File: config.mk
export PLATFORM = sky130hd
export DESIGN_NAME = topk_drain
export DESIGN_NICKNAME = d
export VERILOG_FILES = /design/src/rtl/topk_pkg.sv /design/src/rtl/topk_result_buf.sv /design/src/rtl/topk_drain.sv
export SDC_FILE = /design/constraint.sdc
export NUM_CORES = 1
export LEC_CHECK = 0
export ABC_AREA = 0
export CAP_MARGIN = 5
export CORE_ASPECT_RATIO = 0.8
export CORE_MARGIN = 3
export CORE_UTILIZATION = 50
export DETAILED_ROUTE_END_ITERATION = 6
export PLACE_DENSITY = 0.87
export SKIP_CTS_REPAIR_TIMING = 1
export SLEW_MARGIN = 20
export SYNTH_ARGS = -nofsm -noshare
export SYNTH_HDL_FRONTEND = slang
export SYNTH_SLANG_ARGS = --single-unit
export TNS_END_PERCENT = 5
File: constraint.sdc
create_clock -name clk -period 22.9 [get_ports clk]
set_input_delay 4.58 -clock clk [delete_from_list [all_inputs] [get_ports clk]]
set_output_delay 4.58 -clock clk [all_outputs]
set_load 0.03 [all_outputs]
File: src/rtl/topk_pkg.sv
// Shared definitions for the top-K drain: default chain geometry, the
// boundary score held by empty stages, FSM encoding and width helpers.
package topk_pkg;

    localparam int DEF_TOP_K       = 30;
    localparam int DEF_DATA_WIDTH  = 4;
    localparam int DEF_INDEX_WIDTH = 9;

    // Score parked in every stage that has not received an element (-7).
    localparam logic signed [3:0] BOUNDARY = 4'sb1001;

    typedef enum logic [2:0] {
        ST_IDLE    = 3'd0,
        ST_FLUSH   = 3'd1,
        ST_CAPTURE = 3'd2,
        ST_SEND    = 3'd3,
        ST_DONE    = 3'd4
    } state_t;

    // Width able to hold a result count from 0 to top_k inclusive.
    function automatic int n_width(input int top_k);
        return $clog2(top_k + 1);
    endfunction

    // Width of a rank (0 .. top_k-1); kept at least one bit wide.
    function automatic int rank_width(input int top_k);
        return (top_k > 1) ? $clog2(top_k) : 1;
    endfunction

endpackage

File: src/rtl/topk_result_buf.sv
// Snapshot register file for the chain contents. All stages are written in
// the single capture cycle; the drain FSM reads one entry per rank.
module topk_result_buf
    import topk_pkg::*;
#(
    parameter int TOP_K       = DEF_TOP_K,
    parameter int DATA_WIDTH  = DEF_DATA_WIDTH,
    parameter int INDEX_WIDTH = DEF_INDEX_WIDTH,
    parameter int RANK_W      = rank_width(TOP_K)
) (
    input  logic                         clk,
    input  logic                         rst,
    input  logic                         cap_en_i,
    input  logic [TOP_K*DATA_WIDTH-1:0]  pe_data_i,
    input  logic [TOP_K*INDEX_WIDTH-1:0] pe_index_i,
    input  logic [RANK_W-1:0]            rd_rank_i,
    output logic [DATA_WIDTH-1:0]        rd_data_o,
    output logic [INDEX_WIDTH-1:0]       rd_index_o
);

    logic [DATA_WIDTH-1:0]  data_q  [TOP_K];
    logic [INDEX_WIDTH-1:0] index_q [TOP_K];

    // Capture every stage at once; empty entries start out at the boundary score.
    always_ff @(posedge clk) begin
        if (rst) begin
            for (int k = 0; k < TOP_K; k++) begin
                data_q[k]  <= DATA_WIDTH'(BOUNDARY);
                index_q[k] <= '0;
            end
        end else if (cap_en_i) begin
            for (int k = 0; k < TOP_K; k++) begin
                data_q[k]  <= pe_data_i[k*DATA_WIDTH +: DATA_WIDTH];
                index_q[k] <= pe_index_i[k*INDEX_WIDTH +: INDEX_WIDTH];
            end
        end
    end

    // Rank-indexed read; ranks beyond the chain length read as zero.
    always_comb begin
        rd_data_o  = '0;
        rd_index_o = '0;
        if (int'(rd_rank_i) < TOP_K) begin
            rd_data_o  = data_q[rd_rank_i];
            rd_index_o = index_q[rd_rank_i];
        end
    end

endmodule

File: src/rtl/topk_drain.sv
// Result reader for the systolic top-K sorter chain: waits for the chain to
// settle, snapshots it, clears it and streams the held results out in rank
// order on a valid/ready interface.
//
// state   | meaning
// --------+------------------------------------------------------------
// IDLE    | waiting for i_start; N and flush counter load on the pulse
// FLUSH   | TOP_K cycles for the last element to ripple through the chain
// CAPTURE | snapshot all stages, pulse o_clear, reset rank
// SEND    | present buf[rank]; advance on o_valid & i_ready
// DONE    | one-cycle o_done, then back to IDLE
module topk_drain
    import topk_pkg::*;
#(
    parameter int TOP_K       = DEF_TOP_K,
    parameter int DATA_WIDTH  = DEF_DATA_WIDTH,
    parameter int INDEX_WIDTH = DEF_INDEX_WIDTH,
    parameter int RANK_W      = rank_width(TOP_K)
) (
    input  logic                         clk,
    input  logic                         rst,
    input  logic                         i_start,
    input  logic [INDEX_WIDTH:0]         i_count,
    input  logic [TOP_K*DATA_WIDTH-1:0]  i_pe_data,
    input  logic [TOP_K*INDEX_WIDTH-1:0] i_pe_index,
    output logic                         o_clear,
    output logic                         o_busy,
    output logic                         o_valid,
    input  logic                         i_ready,
    output logic [DATA_WIDTH-1:0]        o_data,
    output logic [INDEX_WIDTH-1:0]       o_index,
    output logic [RANK_W-1:0]            o_rank,
    output logic                         o_last,
    output logic                         o_done
);

    localparam int NW = n_width(TOP_K);
    localparam int CW = INDEX_WIDTH + 1;

    state_t                   state_q;
    logic [NW-1:0]            n_q;
    logic [RANK_W-1:0]        flush_q;
    logic [RANK_W-1:0]        rank_q;
    logic                     clear_q;
    logic                     busy_q;
    logic                     valid_q;
    logic [DATA_WIDTH-1:0]    data_q;
    logic [INDEX_WIDTH-1:0]   index_q;
    logic [RANK_W-1:0]        orank_q;
    logic                     last_q;
    logic                     done_q;

    logic [NW-1:0]            n_d;
    logic [RANK_W-1:0]        rank_d;
    logic [DATA_WIDTH-1:0]    rd_data;
    logic [INDEX_WIDTH-1:0]   rd_index;

    // Result count is the stream length clipped to the chain depth.
    always_comb begin
        n_d    = (i_count >= CW'(TOP_K)) ? NW'(TOP_K) : NW'(i_count);
        rank_d = rank_q + RANK_W'(1);
    end

    // The mux looks one rank ahead so the next beat is ready to register
    // at the accepting edge.
    topk_result_buf #(
        .TOP_K       (TOP_K),
        .DATA_WIDTH  (DATA_WIDTH),
        .INDEX_WIDTH (INDEX_WIDTH),
        .RANK_W      (RANK_W)
    ) u_buf (
        .clk        (clk),
        .rst        (rst),
        .cap_en_i   (state_q == ST_CAPTURE),
        .pe_data_i  (i_pe_data),
        .pe_index_i (i_pe_index),
        .rd_rank_i  (rank_d),
        .rd_data_o  (rd_data),
        .rd_index_o (rd_index)
    );

    // Drain sequencer with all outputs registered alongside the state.
    always_ff @(posedge clk) begin
        if (rst) begin
            state_q <= ST_IDLE;
            n_q     <= '0;
            flush_q <= '0;
            rank_q  <= '0;
            clear_q <= 1'b0;
            busy_q  <= 1'b0;
            valid_q <= 1'b0;
            data_q  <= '0;
            index_q <= '0;
            orank_q <= '0;
            last_q  <= 1'b0;
            done_q  <= 1'b0;
        end else begin
            clear_q <= 1'b0;
            done_q  <= 1'b0;
            case (state_q)
                ST_IDLE: begin
                    if (i_start) begin
                        n_q     <= n_d;
                        flush_q <= RANK_W'(TOP_K - 1);
                        busy_q  <= 1'b1;
                        state_q <= ST_FLUSH;
                    end
                end
                ST_FLUSH: begin
                    if (flush_q == '0) begin
                        clear_q <= 1'b1;
                        state_q <= ST_CAPTURE;
                    end else begin
                        flush_q <= flush_q - RANK_W'(1);
                    end
                end
                ST_CAPTURE: begin
                    rank_q <= '0;
                    if (n_q != '0) begin
                        // The buffer is being written this edge, so the
                        // first beat comes straight from stage 0.
                        valid_q <= 1'b1;
                        data_q  <= i_pe_data[DATA_WIDTH-1:0];
                        index_q <= i_pe_index[INDEX_WIDTH-1:0];
                        orank_q <= '0;
                        last_q  <= (n_q == NW'(1));
                        state_q <= ST_SEND;
                    end else begin
                        done_q  <= 1'b1;
                        state_q <= ST_DONE;
                    end
                end
                ST_SEND: begin
                    if (i_ready) begin
                        if (last_q) begin
                            valid_q <= 1'b0;
                            data_q  <= '0;
                            index_q <= '0;
                            orank_q <= '0;
                            last_q  <= 1'b0;
                            done_q  <= 1'b1;
                            state_q <= ST_DONE;
                        end else begin
                            rank_q  <= rank_d;
                            data_q  <= rd_data;
                            index_q <= rd_index;
                            orank_q <= rank_d;
                            last_q  <= (NW'(rank_d) == n_q - NW'(1));
                        end
                    end
                end
                ST_DONE: begin
                    busy_q  <= 1'b0;
                    state_q <= ST_IDLE;
                end
                default: begin
                    busy_q  <= 1'b0;
                    state_q <= ST_IDLE;
                end
            endcase
        end
    end

    assign o_clear = clear_q;
    assign o_busy  = busy_q;
    assign o_valid = valid_q;
    assign o_data  = data_q;
    assign o_index = index_q;
    assign o_rank  = orank_q;
    assign o_last  = last_q;
    assign o_done  = done_q;

endmodule

==> flow_summary.ini, run 1 <==
[placed_design]
gp_congestion = 0.8176
dp_hpwl_um = 37400
dp_slack_ns = 14.97
port_buffers = 426

[power]
leakage_nw = 8.818
peakVddDrop_v = 0.00006243
power.density_nw_per_um2 = 74.33

[clock_network]
cts_buffers = 43
htree_num_levels = 2
cts.sinks = 431
root_buffer = clkbuf_16
cts_buffer_depth = 3
clkTransAtPathRegs_ns = 0.06
cts_tree = built
insertion_delay_ns = 0.55

[timing]
slew_headroom = 0.2561
fin_ws_ns = 15.44
fmax_mhz = 134.1
period_share = 0.3257
finalCriticalPeriod_ns = 7.458
finalClockSkew_ns = 0.01647
slew_viol_final = 0
worst_pin_slew_ns = 1.110
setup_viol = 0
rsz0062_at_grt = false
hold_viol_final = 0
timing.setup.tns_ns = 0
fin_hold_ws_ns = 0.4692

[cells_and_area]
seq_area_sq_um = 12540
syn2layout_area_growth_pct = 30.68
drive_gt1_frac = 0.1151
final_nets = 2177
nFillCells = 2641
final_util = 0.6659
multiInputGateArea_sq_um = 6679

[floorplan]
io_pins = 427
core_sq_um = 38440
die_h_um = 183.0
die_width_um = 227.3
initial_utilization = 0.5095
die_area_sq_um = 41600
num_rows = 64

[route]
viasPerCell = 5.593
avgRoutedWirePerCell_um = 22.93
via_count = 12850
drc_errors = 0
drt_pre_antenna_iters = 6
ant_nets = 0
drtIter0Drc = 1450
routed_wirelength_um = 52660

[setup_path]
worstPathMaxFanout = 174
r2r_start = rank_q[0]$_SDFFE_PP0P_
cp.required_ns = 23.05
worstPathArrival_ns = 7.61
worst_setup_path_start_kind = primary input
criticalPathCategory = primary input to register
r2r_setup_slack_ns = 18.99
end_kind = register
crit_path_start = rst
endpoint = u_buf.index_q[28][8]$_SDFFCE_PP0P_
regToRegEndpoint = o_index[4]$_SDFFE_PP0P_
worst_r2r_path_depth = 7

[synth]
synth-edff-count = 390
syn-num-nets = 1791
yosysWarnings = 0
ys_ff_latch = 431
synth_seq_area_share = 0.6399
synthTopCellsByCount = 390 x edfxtp_1, 198 x and2_1, 135 x nor2b_1
netlist_area_sq_um = 19590
avgSynthCellArea_sq_um = 14.18
yosysMostFrequentCell = edfxtp_1
netlist.area_leader.share = 0.5980
synth.largest_area_cell = edfxtp_1
synthFlopType = edfxtp_1
yosysUniqueCellTypes = 51
synth_area_leaders = edfxtp_1 60%, mux4_2 7.5%, and2_1 6.3%, nor2b_1 4.3%, dfxtp_1 4.2%
async_flop_share = 0
syn-instance-count = 1381

[global_routing]
grt_usage = 0.2496
grt_overflow = 0
grt_antenna_before_repair = 10
grt_max_degree = 175
grt_pass1_vias = 13130
grt_pass1_wl_um = 77460

[min_path]
hp-class = register to register

[job]
max-cap-violations = 0

[outcome]
status = complete, no violations
-- layout make-up --
cell class              instances  share of cell area
repair buffers                438              0.1707
flip-flops and latches        431              0.4898
clock buffers                  60             0.04620
diodes                          4           0.0003911
inverters                       5           0.0007333
well taps                     495             0.02420
clock inverters                16            0.007088
multi-input cells             848              0.2610
-- metrics by stage --
| step | instances | total power, mW | instance area, sq um |
|---|---|---|---|
| after global routing | 2297 | 1.968 | 25590 |
| after detailed placement | 2217 | 1.225 | 24220 |
| after CTS | 2293 | 1.914 | 25580 |
| after global placement | 2217 | 1.212 | 24220 |
| after floorplan | 1381 | 1.125 | 19590 |
| final | 2297 | 1.902 | 25590 |
-- layer usage --
| metal | track usage | part of all wire | routed length [um] | up-vias |
|---|---|---|---|---|
| met5 | 0 | 0.00087 | 46 | - |
| met4 | 0.08279 | 0.032 | 1673 | 6 |
| met3 | 0.04177 | 0.073 | 3834 | 97 |
| met2 | 0.4100 | 0.49 | 25900 | 542 |
| met1 | 0.3434 | 0.40 | 21210 | 6358 |
| li1 | - | - | - | 5845 |
-- how the worst min path moves through the flow --
stage	start	to	cells after the start
floorplan	rank_q[1]$_SDFFE_PP0P_	rank_q[1]$_SDFFE_PP0P_	2
global placement	o_rank[1]$_SDFFE_PP0P_	o_rank[1]$_SDFFE_PP0P_	2
detailed placement	o_rank[1]$_SDFFE_PP0P_	o_rank[1]$_SDFFE_PP0P_	2
CTS	o_rank[1]$_SDFFE_PP0P_	o_rank[1]$_SDFFE_PP0P_	2
global route	o_rank[1]$_SDFFE_PP0P_	o_rank[1]$_SDFFE_PP0P_	2
finish	o_rank[1]$_SDFFE_PP0P_	o_rank[1]$_SDFFE_PP0P_	2
-- power by group --
part | internal [mW] | switching [mW] | total [mW]
Sequential | 0.947 | 0.0268 | 0.974
Clock | 0.405 | 0.288 | 0.693
Combinational | 0.123 | 0.112 | 0.235
Total | 1.48 | 0.427 | 1.90
-- state kept, by name, summed over array words and instances, names as in the netlist, 4 cells and up --
register and flops:
u_buf.data_q 120, n_q 5, u_buf.index_q 270, rank_q 5, o_rank 5, o_index 9, o_data 4, flush_q 5
-- cells in the final DEF (no fill, tap or decap), types with 14 or more instances in the layout --
cell type	instances
nand2_1	46
nand2b_1	39
o22ai_1	14
nor2_1	36
a31oi_1	15
mux4_2	65
and2_1	198
mux2_2	26
mux2i_1	39
nor2b_1	135
clkdlybuf4s50_1	425
a211oi_1	14
nor3_1	17
clkbuf_16	45
clkbuf_1	15
dfxtp_1	40
a21oi_1	27
or2_2	37
and3_1	26
edfxtp_1	390
-- worst max-delay path, stage by stage --
cell and delay (ns):
buf_6 0.51, a21o_4 0.65, buf_4 0.84, buf_12 0.62
-- logic make-up after synthesis --
group,after synthesis,synth area share
AOI/OAI and AO/OA,137,0.04989
xor gates and xnor gates,15,0.007475
adders and majority gates,6,0.003833
buffers and inverters,102,0.02147
DFF,431,0.6399
muxes,130,0.1096
and+or+nand+nor,560,0.1678
(Power assumes the default switching activity.)
==> run 2: changes to the inputs <==
- CORE_UTILIZATION: 50 -> 46
- PLACE_DENSITY: 0.87 -> 0.84
- clock period: 22.9 -> 6.48 ns (I/O delays scaled with it)
==> flow_summary.ini, run 2 (same netlist as run 1, synthesis figures left out) <==
[timing]
period_share = 0.5781
hold_viol_final = 0
fmax_mhz = 266.9
rsz0062_at_grt = false
timing.setup.tns_ns = 0
slew_viol_final = 0
setup_viol = 0
worst_pin_slew_ns = 1.102
slew_headroom = 0.2630
finalCriticalPeriod_ns = 3.746
finalClockSkew_ns = 0.02198
fin_ws_ns = 2.734

[route]
avgRoutedWirePerCell_um = 23.44
via_count = 12810
ant_nets = 0
drc_errors = 0
viasPerCell = 5.457
drtIter0Drc = 1075
routed_wirelength_um = 55030
drt_pre_antenna_iters = 6

[clock_network]
cts_buffers = 43
insertion_delay_ns = 0.56
cts_buffer_depth = 3
root_buffer = clkbuf_16
cts.sinks = 431
clkTransAtPathRegs_ns = 0.06
cts_tree = built
htree_num_levels = 2

[power]
leakage_nw = 8.905
power.density_nw_per_um2 = 267.4
pwr-share-seq = 0.500
p_switching_mw = 1.587
p_int_mw = 5.320
peakVddDrop_v = 0.0001787
clockPowerShare = 0.376
p_sw_frac = 0.2298
pwr-share-comb = 0.124

[floorplan]
io_pins = 427
die_h_um = 190.6
die_width_um = 236.7
core_sq_um = 41370
num_rows = 66
initial_utilization = 0.4734
die_area_sq_um = 45100

[global_routing]
grt_antenna_before_repair = 11
grt_pass1_vias = 13000
grt_max_degree = 211
grt_pass1_wl_um = 80850
grt_usage = 0.2397
grt_overflow = 0

[placed_design]
placed_area_sq_um = 24310
dp_slack_ns = 2.758
gp_congestion = 0.8274
dp_hpwl_um = 39130
port_buffers = 426
dp_cells = 2264

[cells_and_area]
syn2layout_area_growth_pct = 31.89
nFillCells = 2979
final_cell_mix = 425 x clkdlybuf4s50_1, 390 x edfxtp_1, 198 x and2_1
drive_gt1_frac = 0.1217
largest-register = u_buf.index_q
final_util = 0.6243
largest_reg_flops = 270
mostFrequentLayoutCell = clkdlybuf4s50_1
final_nets = 2176
finalNonFillerCells = 2348
fin_area_sq_um = 25830

[min_path]
hp-class = register to register
hold_depth = 2

[setup_path]
end_kind = register
worstPathMaxFanout = 18
worst_r2r_path_depth = 5
criticalPathCategory = register to register
worst_setup_path_start_kind = register
worstPathArrival_ns = 4.22
cp.required_ns = 6.95

[outcome]
status = complete, no violations

[job]
max-cap-violations = 0
## run 2: path summary, 6_finish.rpt
path	to	slack (ns)	from
worst max-delay path	o_index[5]$_SDFFE_PP0P_	2.73	state_q[0]$_SDFFE_PP0P_
worst min-delay path	o_rank[1]$_SDFFE_PP0P_	0.46	o_rank[1]$_SDFFE_PP0P_
worst max register to register	o_index[5]$_SDFFE_PP0P_	2.73	state_q[0]$_SDFFE_PP0P_
worst min register to register	o_rank[1]$_SDFFE_PP0P_	0.46	o_rank[1]$_SDFFE_PP0P_
## run 2: cell type report
class | instances | area, sq um | area share
clock buffers | 58 | 1226 | 0.04747
inverters | 5 | 18.77 | 0.0007266
flip-flops and latches | 431 | 12540 | 0.4853
repair buffers | 437 | 4418 | 0.1710
diodes | 5 | 12.51 | 0.0004844
clock inverters | 20 | 245.2 | 0.009494
well taps | 544 | 680.7 | 0.02635
multi-input cells | 848 | 6693 | 0.2591
## run 2: power by group through the flow
| stage | combinational, mW | sequential (mW) | clock (mW) |
|---|---|---|---|
| after floorplan | 0.410 | 3.50 | 0 |
| after global placement | 0.834 | 3.49 | 0 |
| after detailed placement | 0.849 | 3.51 | 0 |
| after CTS | 0.854 | 3.45 | 2.63 |
| after global routing | 0.918 | 3.47 | 2.74 |
| final | 0.853 | 3.45 | 2.60 |
## run 2: per-stage QoR
step | power, mW | hold slack, ns
after floorplan | 3.912 | 0.4581
after global placement | 4.323 | 0.4508
after detailed placement | 4.355 | 0.4536
after CTS | 6.941 | 0.4625
after global routing | 7.132 | 0.4849
final | 6.907 | 0.4604
## run 2: routing by layer
| metal | vias up | global-route usage | wire length (um) | part of all wire |
|---|---|---|---|---|
| li1 | 5845 | - | - | - |
| met1 | 6289 | 0.3293 | 22690 | 0.41 |
| met2 | 561 | 0.3775 | 26090 | 0.47 |
| met3 | 112 | 0.05842 | 4413 | 0.080 |
| met4 | 6 | 0.08159 | 1800 | 0.033 |
| met5 | - | 0 | 40 | 0.00073 |
## run 2: critical path, stage by stage, from the launching register on
cell and delay [ns]:
dfxtp_1 0.66, nand3b_1 0.86, nor2_1 0.64, nand3_1 0.68, o31a_1 0.62, a31oi_1 0.19
==> run 3: changes to the inputs <==
- CORE_UTILIZATION: 46 -> 50
- PLACE_DENSITY: 0.84 -> 0.87
- clock period: 6.48 -> 3.5 ns (I/O delays scaled with it)
==> flow_summary.ini, run 3 (same netlist as run 1, synthesis figures left out) <==
[route]
drc_errors = 0
routed_wirelength_um = 54290
drtIter0Drc = 1190
drt_pre_antenna_iters = 5
ant_nets = 0
via_count = 13120
avgRoutedWirePerCell_um = 23.43
viasPerCell = 5.664

[placed_design]
gp_congestion = 0.8443
dp_cells = 2232
port_buffers = 426
dp_hpwl_um = 39140

[clock_network]
clkTransAtPathRegs_ns = 0.06
insertion_delay_ns = 0.54
cts_buffer_depth = 3
cts.sinks = 431
cts_tree = built
cts_buffers = 43
htree_num_levels = 2
root_buffer = clkbuf_16

[setup_path]
end_kind = register
critical-path-slowest-cell = xnor2_2
r2r_setup_slack_ns = 0.73
criticalPathCategory = register to register
cp_num_buf_inv = 0
worst_setup_path_start_kind = register
worstPathMaxFanout = 15
cp.required_ns = 3.89
worstPathArrival_ns = 3.16
worstPathCellList = ha_4 > xnor2_2 > nor2_1 > and3_1 > o31ai_1 > a31oi_1
crit_family = simple AND/OR/NAND/NOR gates
cpPeakStageDelay_ns = 0.63

[cells_and_area]
nFillCells = 2582
finalNonFillerCells = 2317
drive_gt1_frac = 0.1233
largest-register = u_buf.index_q
syn2layout_area_growth_pct = 32.08
final_nets = 2192
mostFrequentLayoutCell = clkdlybuf4s50_1
final_cell_mix = 425 x clkdlybuf4s50_1, 390 x edfxtp_1, 198 x and2_1
largest_reg_flops = 270

[floorplan]
io_pins = 427
core_sq_um = 38440
initial_utilization = 0.5095
num_rows = 64
die_h_um = 183.0
die_width_um = 227.3
die_area_sq_um = 41600

[timing]
finalClockSkew_ns = 0.01427
slew_headroom = 0.3248
worst_pin_slew_ns = 1.011
setup_viol = 0
fmax_mhz = 361.0
hold_viol_final = 0
slew_viol_final = 0
period_share = 0.7914
finalCriticalPeriod_ns = 2.770
rsz0062_at_grt = false

[outcome]
status = complete, no violations

[power]
p_total_mw = 12.60
leakage_nw = 8.948
power.density_nw_per_um2 = 487.3
peakVddDrop_v = 0.0003130

[global_routing]
grt_overflow = 0
grt_pass1_wl_um = 79400
grt_max_degree = 187
grt_pass1_vias = 13400
grt_usage = 0.2572
grt_antenna_before_repair = 8

[min_path]
hp-class = register to register

[job]
max-cap-violations = 0
run 3: cell types whose count changed in the layout (fill, tap and decap cells not counted), moves of 2 or more:
cell	change
clkbuf_1	-2
buf_12	+7
clkinv_1	+12
clkinv_4	-2
clkinvlp_4	+2
buf_4	+10
clkinv_2	-6
run 3: routing by layer:
metal,wire [um],track usage,part of all wire
met1,21240,0.3465,0.39
met2,27140,0.4259,0.50
met3,4318,0.04913,0.080
met4,1568,0.08530,0.029
met5,19,0,0.00035
run 3: worst paths after layout:
| check | startpoint | to | depth (start not counted) |
|---|---|---|---|
| worst min register to register | o_rank[4]$_SDFFE_PP0P_ | o_rank[4]$_SDFFE_PP0P_ | 2 |
| worst max register to register | rank_q[1]$_SDFFE_PP0P_ | o_index[3]$_SDFFE_PP0P_ | 6 |
| worst min-delay path | o_rank[4]$_SDFFE_PP0P_ | o_rank[4]$_SDFFE_PP0P_ | 2 |
| worst max-delay path | rank_q[1]$_SDFFE_PP0P_ | o_index[3]$_SDFFE_PP0P_ | 6 |
run 3: power breakdown:
part / switching (mW) / internal (mW)
Clock: 1.92 / 2.68
Sequential: 0.193 / 6.19
Combinational: 0.780 / 0.843
Total: 2.89 / 9.71
run 3: worst reg2reg max path, cell delays in order (launching register included):
cell and delay [ns]:
dfxtp_1 0.35, ha_4 0.21, xnor2_2 0.63, nor2_1 0.44, and3_1 0.32, o31ai_1 0.53, a31oi_1 0.16
run 3: layout make-up:
cell class / count / area (sq um) / share of cell area
clock inverter: 25 / 216.5 / 0.008368
clock buffer: 54 / 1180 / 0.04561
inverter: 5 / 18.77 / 0.0007255
antenna: 6 / 15.01 / 0.0005804
tap: 495 / 619.3 / 0.02394
sequential: 431 / 12540 / 0.4846
multi-input combinational: 848 / 6676 / 0.2581
timing repair buffer: 453 / 4606 / 0.1780
run 3: per-stage QoR:
step	area, sq um	worst slack, ns	setup TNS (ns)	util	hold WS (ns)
floorplan	19630	-0.5523	-215.40	-	0.4581
global placement	24460	0.7387	0	0.6363	0.4478
detailed placement	24460	0.7316	0	0.6363	0.4510
CTS	25850	0.7321	0	0.6726	0.4558
global route	25860	0.5626	0	0.6729	0.4784
finish	25870	0.7301	0	0.6730	0.4596
